**config.mk**
```make
export PLATFORM = sky130hd
export DESIGN_NAME = z16_writeback
export DESIGN_NICKNAME = d
export VERILOG_FILES = /design/src/rtl/z16_pkg.sv /design/src/rtl/z16_tag_fifo.sv /design/src/rtl/z16_writeback.sv
export SDC_FILE = /design/constraint.sdc
export NUM_CORES = 1
export LEC_CHECK = 0
export ABC_CLOCK_PERIOD_IN_PS = 3220
export BUFFER_PORTS_ARGS = -buffer_cell sky130_fd_sc_hd__buf_2
export CAP_MARGIN = 10
export CORE_MARGIN = 3
export CORE_UTILIZATION = 41
export CTS_CLUSTER_DIAMETER = 30
export DETAILED_ROUTE_END_ITERATION = 16
export HOLD_SLACK_MARGIN = 0.15
export PLACE_DENSITY = 0.66
export SLEW_MARGIN = 20
export SYNTH_ARGS = -nofsm -noshare
export SYNTH_HDL_FRONTEND = slang
export SYNTH_SLANG_ARGS = --single-unit
```
**constraint.sdc**
```tcl
create_clock -name i_clk -period 3.22 [get_ports i_clk]
set_input_delay 0.644 -clock i_clk [delete_from_list [all_inputs] [get_ports i_clk]]
set_output_delay 0.644 -clock i_clk [all_outputs]
set_load 0.02 [all_outputs]
```
**src/rtl/z16_pkg.sv**
```systemverilog
`default_nettype none
// ============================================================================
// Module  : z16_pkg
// Brief   : Shared Z16 datapath widths and register-file constants.
// Rev     : 1.0
// ============================================================================
package z16_pkg;

    localparam int Z16_DATA_W     = 16;
    localparam int Z16_REG_ADDR_W = 4;
    localparam int Z16_NUM_REGS   = 16;

    localparam logic [Z16_REG_ADDR_W-1:0] Z16_REG_ZERO = 4'h0;

endpackage : z16_pkg
`default_nettype wire

```
**src/rtl/z16_tag_fifo.sv**
```systemverilog
`default_nettype none
// ============================================================================
// Module  : z16_tag_fifo
// Brief   : Synchronous FIFO of destination-register tags for outstanding loads.
// Rev     : 1.0
// ============================================================================
module z16_tag_fifo
    import z16_pkg::*;
#(
    parameter int DEPTH = 2
) (
    input  logic                      i_clk,
    input  logic                      i_rst,
    input  logic                      i_push,
    input  logic [Z16_REG_ADDR_W-1:0] i_tag,
    input  logic                      i_pop,
    output logic                      o_full,
    output logic                      o_empty,
    output logic [Z16_REG_ADDR_W-1:0] o_head
);

    localparam int PTR_W = (DEPTH > 1) ? $clog2(DEPTH) : 1;
    localparam int CNT_W = $clog2(DEPTH + 1);

    logic [Z16_REG_ADDR_W-1:0] r_mem [DEPTH];
    logic [PTR_W-1:0]          r_wr_ptr;
    logic [PTR_W-1:0]          r_rd_ptr;
    logic [CNT_W-1:0]          r_count;

    logic w_do_push;
    logic w_do_pop;

    // Pointers wrap at DEPTH, which need not be a power of two.
    function automatic logic [PTR_W-1:0] next_ptr(input logic [PTR_W-1:0] ptr);
        return (ptr == PTR_W'(DEPTH - 1)) ? '0 : ptr + PTR_W'(1);
    endfunction

    assign o_full    = (r_count == CNT_W'(DEPTH));
    assign o_empty   = (r_count == '0);
    assign o_head    = r_mem[r_rd_ptr];
    assign w_do_push = i_push && !o_full;
    assign w_do_pop  = i_pop && !o_empty;

    always_ff @(posedge i_clk) begin
        if (i_rst) begin
            r_wr_ptr <= '0;
            r_rd_ptr <= '0;
            r_count  <= '0;
        end else begin
            if (w_do_push) r_wr_ptr <= next_ptr(r_wr_ptr);
            if (w_do_pop)  r_rd_ptr <= next_ptr(r_rd_ptr);
            case ({w_do_push, w_do_pop})
                2'b10:   r_count <= r_count + CNT_W'(1);
                2'b01:   r_count <= r_count - CNT_W'(1);
                default: r_count <= r_count;
            endcase
        end
    end

    always_ff @(posedge i_clk) begin
        if (w_do_push) r_mem[r_wr_ptr] <= i_tag;
    end

endmodule : z16_tag_fifo
`default_nettype wire

```
**src/rtl/z16_writeback.sv**
```systemverilog
`default_nettype none
// ============================================================================
// Module  : z16_writeback
// Brief   : Z16 write-back stage; arbitrates ALU results and load responses
//           onto the register-file write port and tracks pending loads.
// Rev     : 1.0
// ============================================================================
module z16_writeback
    import z16_pkg::*;
#(
    parameter int LOAD_DEPTH = 2
) (
    input  logic                      i_clk,
    input  logic                      i_rst,
    input  logic                      i_ex_valid,
    output logic                      o_ex_ready,
    input  logic                      i_ex_is_load,
    input  logic [Z16_REG_ADDR_W-1:0] i_ex_rd_addr,
    input  logic [Z16_DATA_W-1:0]     i_ex_data,
    input  logic                      i_ld_valid,
    input  logic [Z16_DATA_W-1:0]     i_ld_data,
    output logic [Z16_REG_ADDR_W-1:0] o_rd_addr,
    output logic                      o_rd_wen,
    output logic [Z16_DATA_W-1:0]     o_rd_data,
    output logic [Z16_NUM_REGS-1:0]   o_busy,
    output logic                      o_err
);

    logic [Z16_REG_ADDR_W-1:0] r_rd_addr;
    logic                      r_rd_wen;
    logic [Z16_DATA_W-1:0]     r_rd_data;
    logic [Z16_NUM_REGS-1:0]   r_busy;
    logic                      r_err;

    logic                      w_fifo_full;
    logic                      w_fifo_empty;
    logic [Z16_REG_ADDR_W-1:0] w_head;
    logic                      w_ready;
    logic                      w_accept;
    logic                      w_push;
    logic                      w_pop;
    logic                      w_alu_wr;
    logic                      w_ld_wr;
    logic [Z16_NUM_REGS-1:0]   w_busy_nxt;

    // WAW guard first, then structural hazards. Full ignores a same-cycle pop
    // so ready never depends on the response path through the FIFO.
    always_comb begin
        w_ready = 1'b1;
        if (r_busy[i_ex_rd_addr] && (i_ex_rd_addr != Z16_REG_ZERO)) begin
            w_ready = 1'b0;
        end else if (i_ex_is_load) begin
            w_ready = !w_fifo_full;
        end else begin
            w_ready = !i_ld_valid;
        end
    end

    assign w_accept = i_ex_valid && w_ready;
    assign w_push   = w_accept && i_ex_is_load;
    assign w_pop    = i_ld_valid && !w_fifo_empty;
    assign w_alu_wr = w_accept && !i_ex_is_load && (i_ex_rd_addr != Z16_REG_ZERO);
    assign w_ld_wr  = w_pop && (w_head != Z16_REG_ZERO);

    z16_tag_fifo #(
        .DEPTH (LOAD_DEPTH)
    ) u_tag_fifo (
        .i_clk   (i_clk),
        .i_rst   (i_rst),
        .i_push  (w_push),
        .i_tag   (i_ex_rd_addr),
        .i_pop   (w_pop),
        .o_full  (w_fifo_full),
        .o_empty (w_fifo_empty),
        .o_head  (w_head)
    );

    // WAW guard keeps the set and clear targets distinct.
    always_comb begin
        w_busy_nxt = r_busy;
        if (w_ld_wr) w_busy_nxt[w_head] = 1'b0;
        if (w_push && (i_ex_rd_addr != Z16_REG_ZERO)) w_busy_nxt[i_ex_rd_addr] = 1'b1;
    end

    always_ff @(posedge i_clk) begin
        if (i_rst) begin
            r_rd_addr <= '0;
            r_rd_wen  <= 1'b0;
            r_rd_data <= '0;
            r_busy    <= '0;
            r_err     <= 1'b0;
        end else begin
            r_rd_wen <= w_ld_wr || w_alu_wr;
            r_busy   <= w_busy_nxt;
            if (w_ld_wr) begin
                r_rd_addr <= w_head;
                r_rd_data <= i_ld_data;
            end else if (w_alu_wr) begin
                r_rd_addr <= i_ex_rd_addr;
                r_rd_data <= i_ex_data;
            end
            if (i_ld_valid && w_fifo_empty) r_err <= 1'b1;
        end
    end

    assign o_ex_ready = w_ready;
    assign o_rd_addr  = r_rd_addr;
    assign o_rd_wen   = r_rd_wen;
    assign o_rd_data  = r_rd_data;
    assign o_busy     = r_busy;
    assign o_err      = r_err;

endmodule : z16_writeback
`default_nettype wire

```
After elaboration in Yosys (flattened, before gate mapping):

Memory sizes are Yosys's and may differ from the RTL's. A register that Yosys moved wholly into a read port is not among the register bits.
Index checks and enable logic that the tools add are counted.

* mux-type cells: 21
* reduce and logical (&&, ||, !) cells: 23
* bitwise operators: 3
* magnitude comparators: 4
* eq/ne operators: 3
* add/subtract/negate cells: 4

Operators by type and width (number)
* $mux W16: 4
* $and A16 B16 Y16: 1
* $not A16 Y16: 1
* $or A16 B16 Y16: 1
* $logic_and A1 B1 Y1: 13
* $mux W1: 11
* $lt A4 B5 Y1 const B: 2
* $demux W1 S4: 2
* $ge A4 B1 Y1 const B: 2
* $mux W4: 2
* $reduce_bool A4 Y1: 2
* $bmux W1 S4: 1
* $eq A2 B2 Y1 const B: 2
* $logic_not A1 Y1: 4
* $pmux W2 S2: 1
* $reduce_bool A2 Y1: 2
* $add A1 B1 Y1 const B: 2
* $add A2 B1 Y2 const B: 1
* $eq A2 B1 Y1 const B: 1
* $logic_not A2 Y1: 1
* $sub A2 B1 Y2 const B: 1
* $logic_or A1 B1 Y1: 1

* bits in registers: 42
* RAM bits: 8
* logic and storage cells: 67
* input port bits: 41
* output and inout bits: 39
* memories: 1

Memories
* u_tag_fifo.r_mem: depth 2, bits a word 4, read ports 1, clocked after Yosys merged registers in 1, write ports 1, line z16_tag_fifo.sv:25 `logic [Z16_REG_ADDR_W-1:0] r_mem [DEPTH];`

Longest topological paths before layout:

* depth in word-level cells: 9
* mapped depth: 9
* mapped depth without buffers: 7

By module:

Synthesis repeated with hierarchy kept, for this count alone.

* cell total of the unflattened synthesis: 279
* area, all modules: 2488.6 um2

By module, submodules not included
* z16_writeback: cells each 241, times used 1, seq. area each 760.7 um2, area an instance 1979.4 um2
* z16_tag_fifo: cells each 38, times used 1, seq. area each 340.3 um2, area an instance 509.2 um2

Worst setup path before layout:

Ideal clock, no wire load.

* path kind: input-to-reg
* from: in i_ex_rd_addr[3]
* to: reg u_tag_fifo.r_count[1]
* stages: 7
* required time: 3149 ps
* data arrival time: 2745 ps
* buffers on the path: 1
* library setup time: 71 ps
* path slack: 404 ps
* path through: clkbuf_1 mux4_2 mux2_4 a221o_1 ha_1 or3_1 a21oi_1

* cells in the longest elaborated chain, start to end: 9
* elaborated cells between the ends (all ways): 12
* classes of those cells: eq/ne: 2; mux: 4; reduce/logical: 6

Ends and longest elaborated chain
* start: declaration: line z16_writeback.sv:18 `input logic [Z16_REG_ADDR_W-1:0] i_ex_rd_addr,`
* $bmux W1 S4: line z16_writeback.sv:50 `if (r_busy[i_ex_rd_addr] && (i_ex_rd_addr != Z16_REG_ZERO)) begin`
* $mux W1 (implied by the code): line z16_writeback.sv:50
* $logic_and A1 B1 Y1 *: line z16_writeback.sv:50
* $mux W1 *: line z16_writeback.sv:50
* $logic_and A1 B1 Y1 *: line z16_writeback.sv:59 `assign w_accept = i_ex_valid && w_ready;`
* $logic_and A1 B1 Y1 *: line z16_writeback.sv:60 `assign w_push = w_accept && i_ex_is_load;`
* $logic_and A1 B1 Y1 *: line z16_tag_fifo.sv:41 `assign w_do_push = i_push && !o_full;`
* $eq A2 B1 Y1 or $eq A2 B2 Y1 (tied branches): line z16_tag_fifo.sv:52 `case ({w_do_push, w_do_pop})`
* $pmux W2 S2 or $reduce_bool A2 Y1 (tied branches)
* end signal: assignment: line z16_tag_fifo.sv:53 `2'b10: r_count <= r_count + CNT_W'(1);`
* end signal: assignment: line z16_tag_fifo.sv:54 `2'b01: r_count <= r_count - CNT_W'(1);`
* end signal: assignment: line z16_tag_fifo.sv:55 `default: r_count <= r_count;`
* end: declaration: line z16_tag_fifo.sv:28 `logic [CNT_W-1:0] r_count;`

Every way passes the cells marked *; elsewhere a longest branch is shown, timed or not. The select of a mux whose other input is x is not followed.
A chain may end at the register's enable or synchronous reset.

Final worst setup path:

* from: in i_ex_rd_addr[1]
* to: out o_ex_ready

* cells in the longest elaborated chain, start to end: 4
* elaborated cells between the ends (all ways): 5
* classes of those cells: mux: 3; reduce/logical: 2

Ends and longest elaborated chain
* $bmux W1 S4: line z16_writeback.sv:50
* $mux W1 (implied by the code): line z16_writeback.sv:50
* $logic_and A1 B1 Y1 *: line z16_writeback.sv:50
* $mux W1 *: line z16_writeback.sv:50
* end: declaration: line z16_writeback.sv:16 `output logic o_ex_ready,`

Marked as above.

==> results.yml <==
pwr:
  p_comb_share_pct: 37.3
  leakage_uw: 0.001419
  ir_worst_vdd_mv: 0.3902
  p_sw_uw: 726.1
  seq_power_share_pct: 42.7
  p_int_uw: 1204
  switching_share_pct: 37.62
  power.share.clock_pct: 20.0
  cellPowerDensity_nw_per_um2: 623.0
timing:
  slew_headroom_pct: 44.85
  period_share_pct: 90.30
  setup_tns_ns: 0
  hold_viol: 0
  setup_viol: 0
  fmax_mhz: 343.9
  rsz0062_at_grt: "no"
  worstMarginPinSlew_ns: 0.8272
  finClkSkew_ns: 0.009705
  slew_viol_final: 0
  fin_crit_ns: 2.908
  hold_slack_ns: 0.4913
detailed_routing:
  drcViolationCount: 0
  num_vias: 2342
  via_per_inst: 5.384
  wl_per_cell_um: 14.73
  drtIter0Drc: 232
  ant_nets: 0
  wl_mm: 6.409
  dr.pass1.iters: 4
yosys:
  synth_most_common_cell: "a21oi_1"
  async_flop_share_pct: 0
  synth_edf_count: 8
  syn_nets: 329
  ys_top_cells_by_count: "a21oi_1, dfxtp_1, a21o_1, mux2i_1"
  ys_ff_latch: 51
  avgSynthCellArea_um2: 8.854
  ys_warn_count: 0
  yosysSeqAreaShare_pct: 43.33
  synthFlopType: "dfxtp_1"
  syn_area_um2: 2541
  yosysTopAreaCell: "dfxtp_1"
  synth_top_area_share_pct: 33.87
  yosys-top-cells-area: "dfxtp_1, a21oi_1, edfxtp_1, mux2i_1, a21o_1"
  synth_cell_types: 40
  synth_cells: 287
global_route:
  grt_max_degree: 46
  grt_antenna_before_repair: 0
  grt_pass1_vias: 2157
  grt_util_all_layers_pct: 17.81
  grt_pass1_wl_mm: 10.54
  grt.overflow.total: 0
finish:
  nets: 401
  syn_to_final_growth_pct: 21.91
  antenna_cells: 0
  utilization_pct: 52.02
  multi_input_area_um2: 1330
  fill_cells: 591
  seqCellArea_um2: 1101
  drive_above_1_share_pct: 28.61
setup_path:
  cp.arrival_ns: 2.26
  reg2reg_depth: 6
  startpoint_type: "primary input"
  r2r-start: "o_busy[12]$_SDFF_PP0_"
  rrSetupSlack_ns: 0.86
  critPathKind: "in2out"
  critPathMaxFanout: 9
  cp.required_ns: 2.58
  critPathCaptureType: "output port"
  r2r_end: "u_tag_fifo.r_count[1]$_SDFFE_PP0P_"
clock_tree:
  cts_sinks: 51
  ctsHoldBuffers: 0
  cts_buffers: 5
  cts_tree: "done"
  postCtsSetupBuffers: 0
  cts-htree-levels: 2
  clk_pin_slew_worst_paths_ns: 0.09
  clk_latency_ns: 0.31
  cts-root-buf: "clkbuf_8"
  cts_resized: 0
  cts_max_path_buffers: 2
hold_path:
  hold_depth: 2
  min-delay-start: "o_err$_SDFFE_PP0P_"
  worstHoldEndpoint: "o_err$_SDFFE_PP0P_"
  hold_class: "reg2reg"
flow_run:
  maxCapViolations: 0
die:
  io_pins: 80
  rows: 28
  fp.dieArea_um2: 7178
  fp.dieW_um: 84.73
  chipHeight_um: 84.73
  coreArea_um2: 5956
  start_util_pct: 42.67
place:
  gp_congestion: 0.8419
  hpwl_mm: 4.686
  portBuffers: 79
status:
  status: "finished clean"
-- cell families (layout without fill, tap and decap cells) --
family / after synthesis / count (layout) / share of synthesized area, %
mux: 25 / 25 / 12.06
flops: 51 / 51 / 43.33
fa+ha+maj: 1 / 1 / 0.4923
simple gates: 64 / 64 / 12.65
compound gates: 113 / 113 / 25.51
buf+inv: 29 / 102 / 4.579
xor+xnor: 4 / 4 / 1.379
-- through the flow --
stage	std cells	total power, uW	area [um2]	worst slack [ns]
detailed placement	427	1562	3003	0.2553
global route	435	2062	3098	0.1889
global placement	427	1550	3003	0.2797
finish	435	1930	3098	0.3123
floorplan	287	1350	2541	0.4041
CTS	435	1954	3098	0.3245
-- cell usage in the layout (no fill, tap or decap), types with 2 or more instances in the layout --
cell      count
xor2_1        2
o21ai_1       6
o22ai_1       2
clkbuf_8      5
buf_4         7
inv_6         2
nand2_1      16
nor2b_1       9
mux4_2        4
a21oi_1      59
mux2i_1      19
buf_2        79
nand2b_1      3
inv_1         7
a21o_1       20
xnor2_1       2
o21ai_0      18
nor2_1       15
edfxtp_1      8
nor3_1        6
nor4_1        2
nand3_1       6
nor3b_1       2
dfxtp_1      43
-- flip-flops by register name, summed over array words and instances (netlist names), named ones only --
name and cells:
o_rd_data 16, o_rd_addr 4, u_tag_fifo.r_wr_ptr 1, u_tag_fifo.r_rd_ptr 1
o_rd_wen 1, o_busy 16, o_err 1, u_tag_fifo.r_count 2
u_tag_fifo.r_mem 8
-- metal layers --
metal | wire (um) | vias to the layer above | GRT usage [%]
met3 | 309 | 4 | 3.140
met1 | 2889 | 1097 | 25.12
met5 | 0 | - | 0
li1 | - | 1176 | -
met4 | 48 | 0 | 4.460
met2 | 3161 | 65 | 28.33
-- worst max-delay path, cell delays in order --
cell and delay, ns:
buf_2 0.22, mux4_2 0.55, mux2i_1 0.32, nor3_1 0.08, a211oi_1 0.24, buf_2 0.21
-- final cells by class --
cell class	instances	area share (%)
inverter	8	0.9693
timing repair buffer	86	14.46
clock buffer	5	2.221
sequential	51	35.54
tap	75	3.029
clock inverter	3	0.8481
multi-input combinational	207	42.93
-- worst max path at each step --
stage               depth (start not counted)       startpoint                                 end  slack [ns]
floorplan                                   7  i_ex_rd_addr[3]  u_tag_fifo.r_count[1]$_SDFFE_PP0P_        0.40
global placement                            7  i_ex_rd_addr[1]  u_tag_fifo.r_count[1]$_SDFFE_PP0P_        0.28
detailed placement                          7  i_ex_rd_addr[1]  u_tag_fifo.r_count[1]$_SDFFE_PP0P_        0.26
CTS                                         6  i_ex_rd_addr[1]                          o_ex_ready        0.32
global route                                6  i_ex_rd_addr[1]                          o_ex_ready        0.19
finish                                      6  i_ex_rd_addr[1]                          o_ex_ready        0.31
-- power by group through the flow --
stage               Clock, uW  Combinational (uW)  Sequential, uW
global route              426                 797             839
finish                    387                 720             824
floorplan                   0                 434             916
global placement            0                 712             838
detailed placement          0                 723             838
CTS                       406                 725             824
No activity file was read; power rests on OpenSTA's default activity.
